`config.mk`:
```
export PLATFORM = sky130hd
export DESIGN_NAME = timer_counter
export DESIGN_NICKNAME = d
export VERILOG_FILES = /design/src/rtl/timer_counter.sv
export SDC_FILE = /design/constraint.sdc
export NUM_CORES = 1
export LEC_CHECK = 0
export CAP_MARGIN = 10
export CORE_MARGIN = 5
export CORE_UTILIZATION = 50
export DETAILED_ROUTE_END_ITERATION = 16
export PLACE_DENSITY = 0.87
export SKIP_LAST_GASP = 1
export SLEW_MARGIN = 20
export SYNTH_ARGS = -nofsm -noshare
export SYNTH_HDL_FRONTEND = slang
export SYNTH_SLANG_ARGS = --single-unit
```
`constraint.sdc`:
```
create_clock -name clk -period 3.65 [get_ports clk]
set_input_delay 0.365 -clock clk [delete_from_list [all_inputs] [get_ports clk]]
set_output_delay 0.365 -clock clk [all_outputs]
set_load 0.05 [all_outputs]
```
`src/rtl/timer_counter.sv`:
```
`default_nettype none
// ============================================================================
//  Module      : timer_counter
//  Description : Bus-mapped 32-bit down-counting timer with one-shot (sticky
//                interrupt) and auto-reload (one-cycle pulse) modes.
//  Revision    : 1.0  initial release
// ============================================================================
module timer_counter (
    input  logic        clk,
    input  logic        reset,
    input  logic [31:0] Addr,
    input  logic        WE,
    input  logic [31:0] Din,
    output logic [31:0] Dout,
    output logic        IRQ
);

    typedef enum logic [1:0] {
        S_IDLE = 2'd0,
        S_LOAD = 2'd1,
        S_CNT  = 2'd2,
        S_INT  = 2'd3
    } state_e;

    localparam logic [1:0] c_REG_CTRL   = 2'd0;
    localparam logic [1:0] c_REG_PRESET = 2'd1;
    localparam logic [1:0] c_REG_COUNT  = 2'd2;

    state_e      state_q, state_d;
    logic [3:0]  ctrl_q, ctrl_d;      // {IM, Mode[1:0], Enable}
    logic [31:0] preset_q, preset_d;
    logic [31:0] count_q, count_d;
    logic        irq_flag_q, irq_flag_d;

    logic [1:0]  w_sel;
    logic        w_unused_bits;

    assign w_sel         = Addr[3:2];
    assign w_unused_bits = ^{Addr[31:4], Addr[1:0]};

    always_ff @(posedge clk) begin
        if (reset) begin
            state_q    <= S_IDLE;
            ctrl_q     <= 4'd0;
            preset_q   <= 32'd0;
            count_q    <= 32'd0;
            irq_flag_q <= 1'b0;
        end else begin
            state_q    <= state_d;
            ctrl_q     <= ctrl_d;
            preset_q   <= preset_d;
            count_q    <= count_d;
            irq_flag_q <= irq_flag_d;
        end
    end

    always_comb begin
        state_d    = state_q;
        ctrl_d     = ctrl_q;
        preset_d   = preset_q;
        count_d    = count_q;
        irq_flag_d = irq_flag_q;

        case (state_q)
            S_IDLE: begin
                if (ctrl_q[0]) begin
                    state_d = S_LOAD;
                end
            end
            S_LOAD: begin
                count_d    = preset_q;
                irq_flag_d = 1'b0;
                state_d    = S_CNT;
            end
            S_CNT: begin
                if (!ctrl_q[0]) begin
                    state_d = S_IDLE;
                end else if (count_q > 32'd1) begin
                    count_d = count_q - 32'd1;
                end else begin
                    count_d    = 32'd0;
                    irq_flag_d = 1'b1;
                    state_d    = S_INT;
                end
            end
            S_INT: begin
                if (ctrl_q[2:1] == 2'b00) begin
                    ctrl_d[0] = 1'b0;
                end else begin
                    irq_flag_d = 1'b0;
                end
                state_d = S_IDLE;
            end
            default: state_d = S_IDLE;
        endcase

        // Bus writes come last so they override the hardware Enable clear.
        if (WE) begin
            if (w_sel == c_REG_CTRL) begin
                ctrl_d     = Din[3:0];
                irq_flag_d = 1'b0;
            end else if (w_sel == c_REG_PRESET) begin
                preset_d   = Din;
                irq_flag_d = 1'b0;
            end
        end
    end

    always_comb begin
        Dout = 32'd0;
        case (w_sel)
            c_REG_CTRL:   Dout = {28'd0, ctrl_q};
            c_REG_PRESET: Dout = preset_q;
            c_REG_COUNT:  Dout = count_q;
            default:      Dout = 32'd0;
        endcase
    end

    assign IRQ = ctrl_q[3] & irq_flag_q;

endmodule
`default_nettype wire

```
# After elaboration in Yosys (flattened, before gate mapping)
# Cells that the tools add are included.
dict set report classes {
  addsub 1
  order_cmp 1
  eq_ne 8
  muxes 19
  bitwise 2
  reduce_logical 8
}
# cell n
set ops {}
lappend ops {{32-bit one-hot mux with 3 select lines} 1}
lappend ops {{32-bit 2-to-1 mux} 2}
lappend ops {{32-bit one-hot mux with 2 select lines} 1}
lappend ops {{32-bit by 1-bit > comparator with 1-bit output (second input constant)} 1}
lappend ops {{32-bit by 1-bit subtractor with 32-bit output (second input constant)} 1}
lappend ops {{1-bit 2-to-1 mux} 10}
lappend ops {{2-bit one-hot mux with 4 select lines} 1}
lappend ops {{2-bit equality test (second input constant)} 3}
lappend ops {{2-bit logical NOT} 3}
lappend ops {{2-bit 2-to-1 mux} 3}
lappend ops {{2-bit AND reduction} 3}
lappend ops {{2-bit by 1-bit equality test with 1-bit output (second input constant)} 2}
lappend ops {{2-bit != test (second input constant)} 2}
lappend ops {{3-bit != test (second input constant)} 1}
lappend ops {{1-bit one-hot mux with 3 select lines} 1}
lappend ops {{3-bit AND reduction} 1}
lappend ops {{2-bit nonzero test} 1}
lappend ops {{1-bit AND} 1}
lappend ops {{1-bit inverter} 1}
dict set report word_totals {
  regBits 71
  input_bits 67
  output_inout_bits 33
  word_cells 45
}

# Logic depth before layout (Yosys ltp)
dict set report depth {
  ltp_word 7
  depth_mapped 8
  ltp_nobuf 7
}

# Least setup slack after synthesis
# Ideal clock, no wire load.
dict set report synth_path {
  path_kind {register to register}
  startpoint {reg count_q[4]}
  endpoint {reg count_q[21]}
  setup_time_ns 0.134
  t_arrival_ns 2.530
  required_ns 3.516
  path_slack_ns 0.986
  stages_incl_launch_ff 9
  path_buffers 3
  synth_period_minus_slack_ns 2.664
  cell_sequence {dfxtp_1 -> buf_6 -> or4_4 -> or4_4 -> or4_4 -> buf_6 -> buf_6 -> a41oi_2 -> o22ai_1}
}
dict set report synth_between {
  elab_chain_len 4
  elab_cells_between_ends 5
  cone_classes {add/sub: 1; order compare: 1; mux: 3}
}
# item line
set synth_rtl {}
lappend synth_rtl {{from (decl)} 32} ;# logic [31:0] count_q, count_d;
lappend synth_rtl {{from (signal assigned)} 52} ;# count_q <= count_d;
lappend synth_rtl {{32-bit by 1-bit subtractor with 32-bit output / 32-bit by 1-bit > comparator with 1-bit output (equally long branches)} {79, 78}}
lappend synth_rtl {{32-bit 2-to-1 mux *} 78} ;# end else if (count_q > 32'd1) begin
lappend synth_rtl {{32-bit 2-to-1 mux *} 76} ;# if (!ctrl_q[0]) begin
lappend synth_rtl {{32-bit one-hot mux with 2 select lines *} 64} ;# case (state_q)
# Every way passes the cells marked *; elsewhere a longest branch is shown, timed or not. The select of a mux whose other input is x is not followed.
# A chain may end at the register's enable or synchronous reset.

# Worst setup path after layout
dict set report layout_path {
  startpoint {in Addr[2]}
  endpoint {out Dout[17]}
}
dict set report layout_between {
  elab_chain_len 2
  elab_cells_between_ends 4
  cone_classes {eq/ne: 2; mux: 1; reduce/logical: 1}
}
# item line
set layout_rtl {}
lappend layout_rtl {{from (decl)} 11} ;# input logic [31:0] Addr,
lappend layout_rtl {{2-bit equality test, or another cell as far along} 111} ;# case (w_sel)
lappend layout_rtl {{32-bit one-hot mux with 3 select lines *} 111}
lappend layout_rtl {{to (decl)} 14} ;# output logic [31:0] Dout,
# Every way passes the cells marked *; elsewhere a longest branch is shown, timed or not.

==> impl_metrics.ini <==
[floorplanning]
die_h_um = 101
io_pins = 100
start_util_pct = 50.8
fp-row-count = 33
die_x_um = 101
core_area_um2 = 8090
fp.dieArea_um2 = 10100

[power_and_ir_drop]
p_int_mw = 1.37
sw_frac_of_total_pct = 26.5
power_frac_seq_pct = 43.3
combinationalPowerShare_pct = 13.4
p_sw_uw = 492
p_per_area_nw_per_um2 = 366
power_leakage_nw = 1.86
p_clk_share_pct = 43.2
vdd_ir_drop_max_mv = 0.268

[critical_path]
critPathRequiredTime_ps = 3280
crit_path_cell_trace = clkdlybuf4s50_1 > nor2b_2 > buf_4 > a22o_1 > clkdlybuf4s50_1
critical_path_class = input port to output pin
endpoint_kind = output pin
crit_fanout = 30
slowest_delay_ps = 800
arrival_ps = 2630
cp_common_cell = clkdlybuf4s50_1
startpoint_type = input port
crit_slowest_cell = clkdlybuf4s50_1

[route]
antenna_left = 0
wl_mm = 12.9
wl_per_cell_um = 18.7
drtIter0Drc = 465
vias = 4508
dr.pass1.iters = 5
vias_per_cell = 6.54
drcViolationCount = 0

[clocking]
post_cts_buffers = 0
cts_sinks = 71
ctsResizeCount = 0
clockBufferDepth = 2
cts_root_buf = clkbuf_8
ctsHtreeMaxLevel = 3
clk_latency_ps = 360
postCtsHoldBufs = 0
clk_pin_slew_worst_paths_ps = 80
cts_made_buffers = 9
cts_tree = yes

[sta]
drv_slew = 0
slew_headroom_pct = 30.5
finalHoldViolations = 0
min_period_over_period_pct = 82.1
fin_skew_ps = 16.8
setup_viol = 0
tightestPinTransition_ps = 1030
post-route-min-period_ps = 2990
rsz0062_at_grt = no
max_freq_ghz = 0.334
worst_slack_ps = 655
setup_tns_ps = 0

[placed_design]
post_dp_cell_area_um2 = 4820
hpwl_mm = 8.56
post-place-ws_ps = 685
io_buffer_count = 69
place_congestion = 0.936

[grt]
grt_antenna_before_repair = 0
track_usage_pct = 25.8
grt-ovfl-total = 0
grt_pass1_vias = 4244
grt_pass1_wl_mm = 21.2
grt_max_degree = 71

[run_status]
outcome = finished, final reports clean

[job]
maxCapViolations = 0

[final_layout]
final_area_um2 = 5070
layout.nets = 648
drive_gt1_share_pct = 8.22
diodes = 0
synthToLayoutAreaGrowth_pct = 23.4

[logic_synthesis]
synth.yosys.seq_area_share_pct = 34.6
ys_types = 61
async_flop_share_pct = 0
ys_warn_count = 0
synthCells = 535
ys_ff_latch = 71
synth_edf_count = 0
synth_area_um2 = 4110
synth.avg_cell_area_um2 = 7.68
synth.net_count = 604
synth_flop_cell = dfxtp_1

[hold_path]
hp-class = input port to register
-- metrics by stage --
stage / hold WS (ps) / power (mW) / instances / utilization (%)
after CTS: 457 / 1.86 / 689 / 62.6
after floorplan: 445 / 0.986 / 535 / -
final: 474 / 1.86 / 689 / 62.6
after global placement: 459 / 1.06 / 673 / 59.5
after global routing: 477 / 1.92 / 689 / 62.6
after detailed placement: 461 / 1.07 / 673 / 59.5
-- cells in the mapped netlist (4+ instances only) --
master / number / area, um^2
o32ai_1: 8 / 70.1
buf_1: 5 / 18.8
a22oi_2: 4 / 50.1
mux2i_1: 10 / 100
buf_6: 5 / 56.3
nor4_1: 20 / 125
nor2_1: 19 / 71.3
clkbuf_1: 40 / 150
inv_1: 12 / 45.0
nand4_1: 7 / 43.8
nor2b_1: 7 / 43.8
or4_1: 5 / 37.5
a21oi_1: 54 / 270
nand2_1: 92 / 345
o22ai_1: 5 / 31.3
or4_4: 4 / 45.0
a22o_1: 28 / 245
nand3_1: 27 / 135
a22oi_1: 5 / 37.5
nor3_1: 13 / 65.1
a31oi_1: 17 / 106
dfxtp_1: 71 / 1420
or3_1: 9 / 56.3
o211ai_1: 4 / 30.0
o21ai_0: 6 / 30.0
and3_1: 6 / 37.5
and2_1: 4 / 25.0
-- layer usage --
layer | part of all wire [%] | vias up | global-route usage [%]
met4 | 1.9 | 0 | 9.43
met5 | 0 | - | 0
met1 | 42 | 2129 | 34.9
li1 | - | 2075 | -
met3 | 9.2 | 28 | 3.81
met2 | 47 | 276 | 41.6
-- path summary, 6_finish.rpt --
kind | startpoint | endpoint | slack [ps] | cells after the start
hold / removal | reset | count_q[29]$_SDFFE_PP0P_ | 470 | 4
setup / recovery | Addr[2] | Dout[17] | 660 | 5
setup reg to reg | count_q[11]$_SDFFE_PP0P_ | count_q[16]$_SDFFE_PP0P_ | 680 | 5
hold reg to reg | preset_q[23]$_SDFFE_PP0P_ | preset_q[23]$_SDFFE_PP0P_ | 480 | 2
-- critical path, delay by kind of cell --
kind	cells	cell delay [ps]
AOI/OAI and AO/OA	1	230
buffers and inverters	3	1810
and+or+nand+nor	1	200
-- registers in the layout, summed over array words and instances (netlist names) --
signal,count
count_q,32
preset_q,32
ctrl_q,4
state_q,2
irq_flag_q,1
-- cell families (layout without fill, tap and decap cells) --
logic type | Yosys count | count (layout) | synth area share [%]
fa+ha+maj | 2 | 2 | 0.609
mux | 11 | 11 | 2.71
flops | 71 | 71 | 34.6
buf+inv | 63 | 112 | 6.70
compound gates | 159 | 159 | 27.2
simple gates | 228 | 228 | 28.0
xor+xnor | 1 | 1 | 0.213
-- placed cells by master, fill, tap and decap left out, types with 6 or more instances in the layout --
master,netlist,routed
a21oi_1,54,54
clkdlybuf4s50_1,0,68
nor4_1,20,20
inv_1,12,12
a31oi_1,17,17
a22o_1,28,28
o32ai_1,8,8
nand2_1,92,92
nand3_1,27,27
mux2i_1,10,10
clkbuf_8,0,10
or3_1,9,9
and3_1,6,6
o21ai_0,6,6
dfxtp_1,71,71
nand4_1,7,7
nor3_1,13,13
buf_4,0,15
nor2_1,19,18
-- power groups by stage --
stage | logic [mW] | registers (mW) | clock network [mW]
finish | 0.250 | 0.805 | 0.803
global route | 0.267 | 0.807 | 0.843
CTS | 0.246 | 0.804 | 0.806
detailed placement | 0.244 | 0.823 | 0
global placement | 0.239 | 0.822 | 0
floorplan | 0.169 | 0.817 | 0
-- layout make-up --
class                           count  area [um^2]
Inverter                           12         45.0
Tap cell                          105          131
Clock buffer                       10          138
Multi-Input combinational cell    401         2420
Sequential cell                    71         1420
Timing Repair Buffer               84          798
Fill cell                         701         3020
Clock inverter                      6          115
Power figures use the tool's default switching activity.
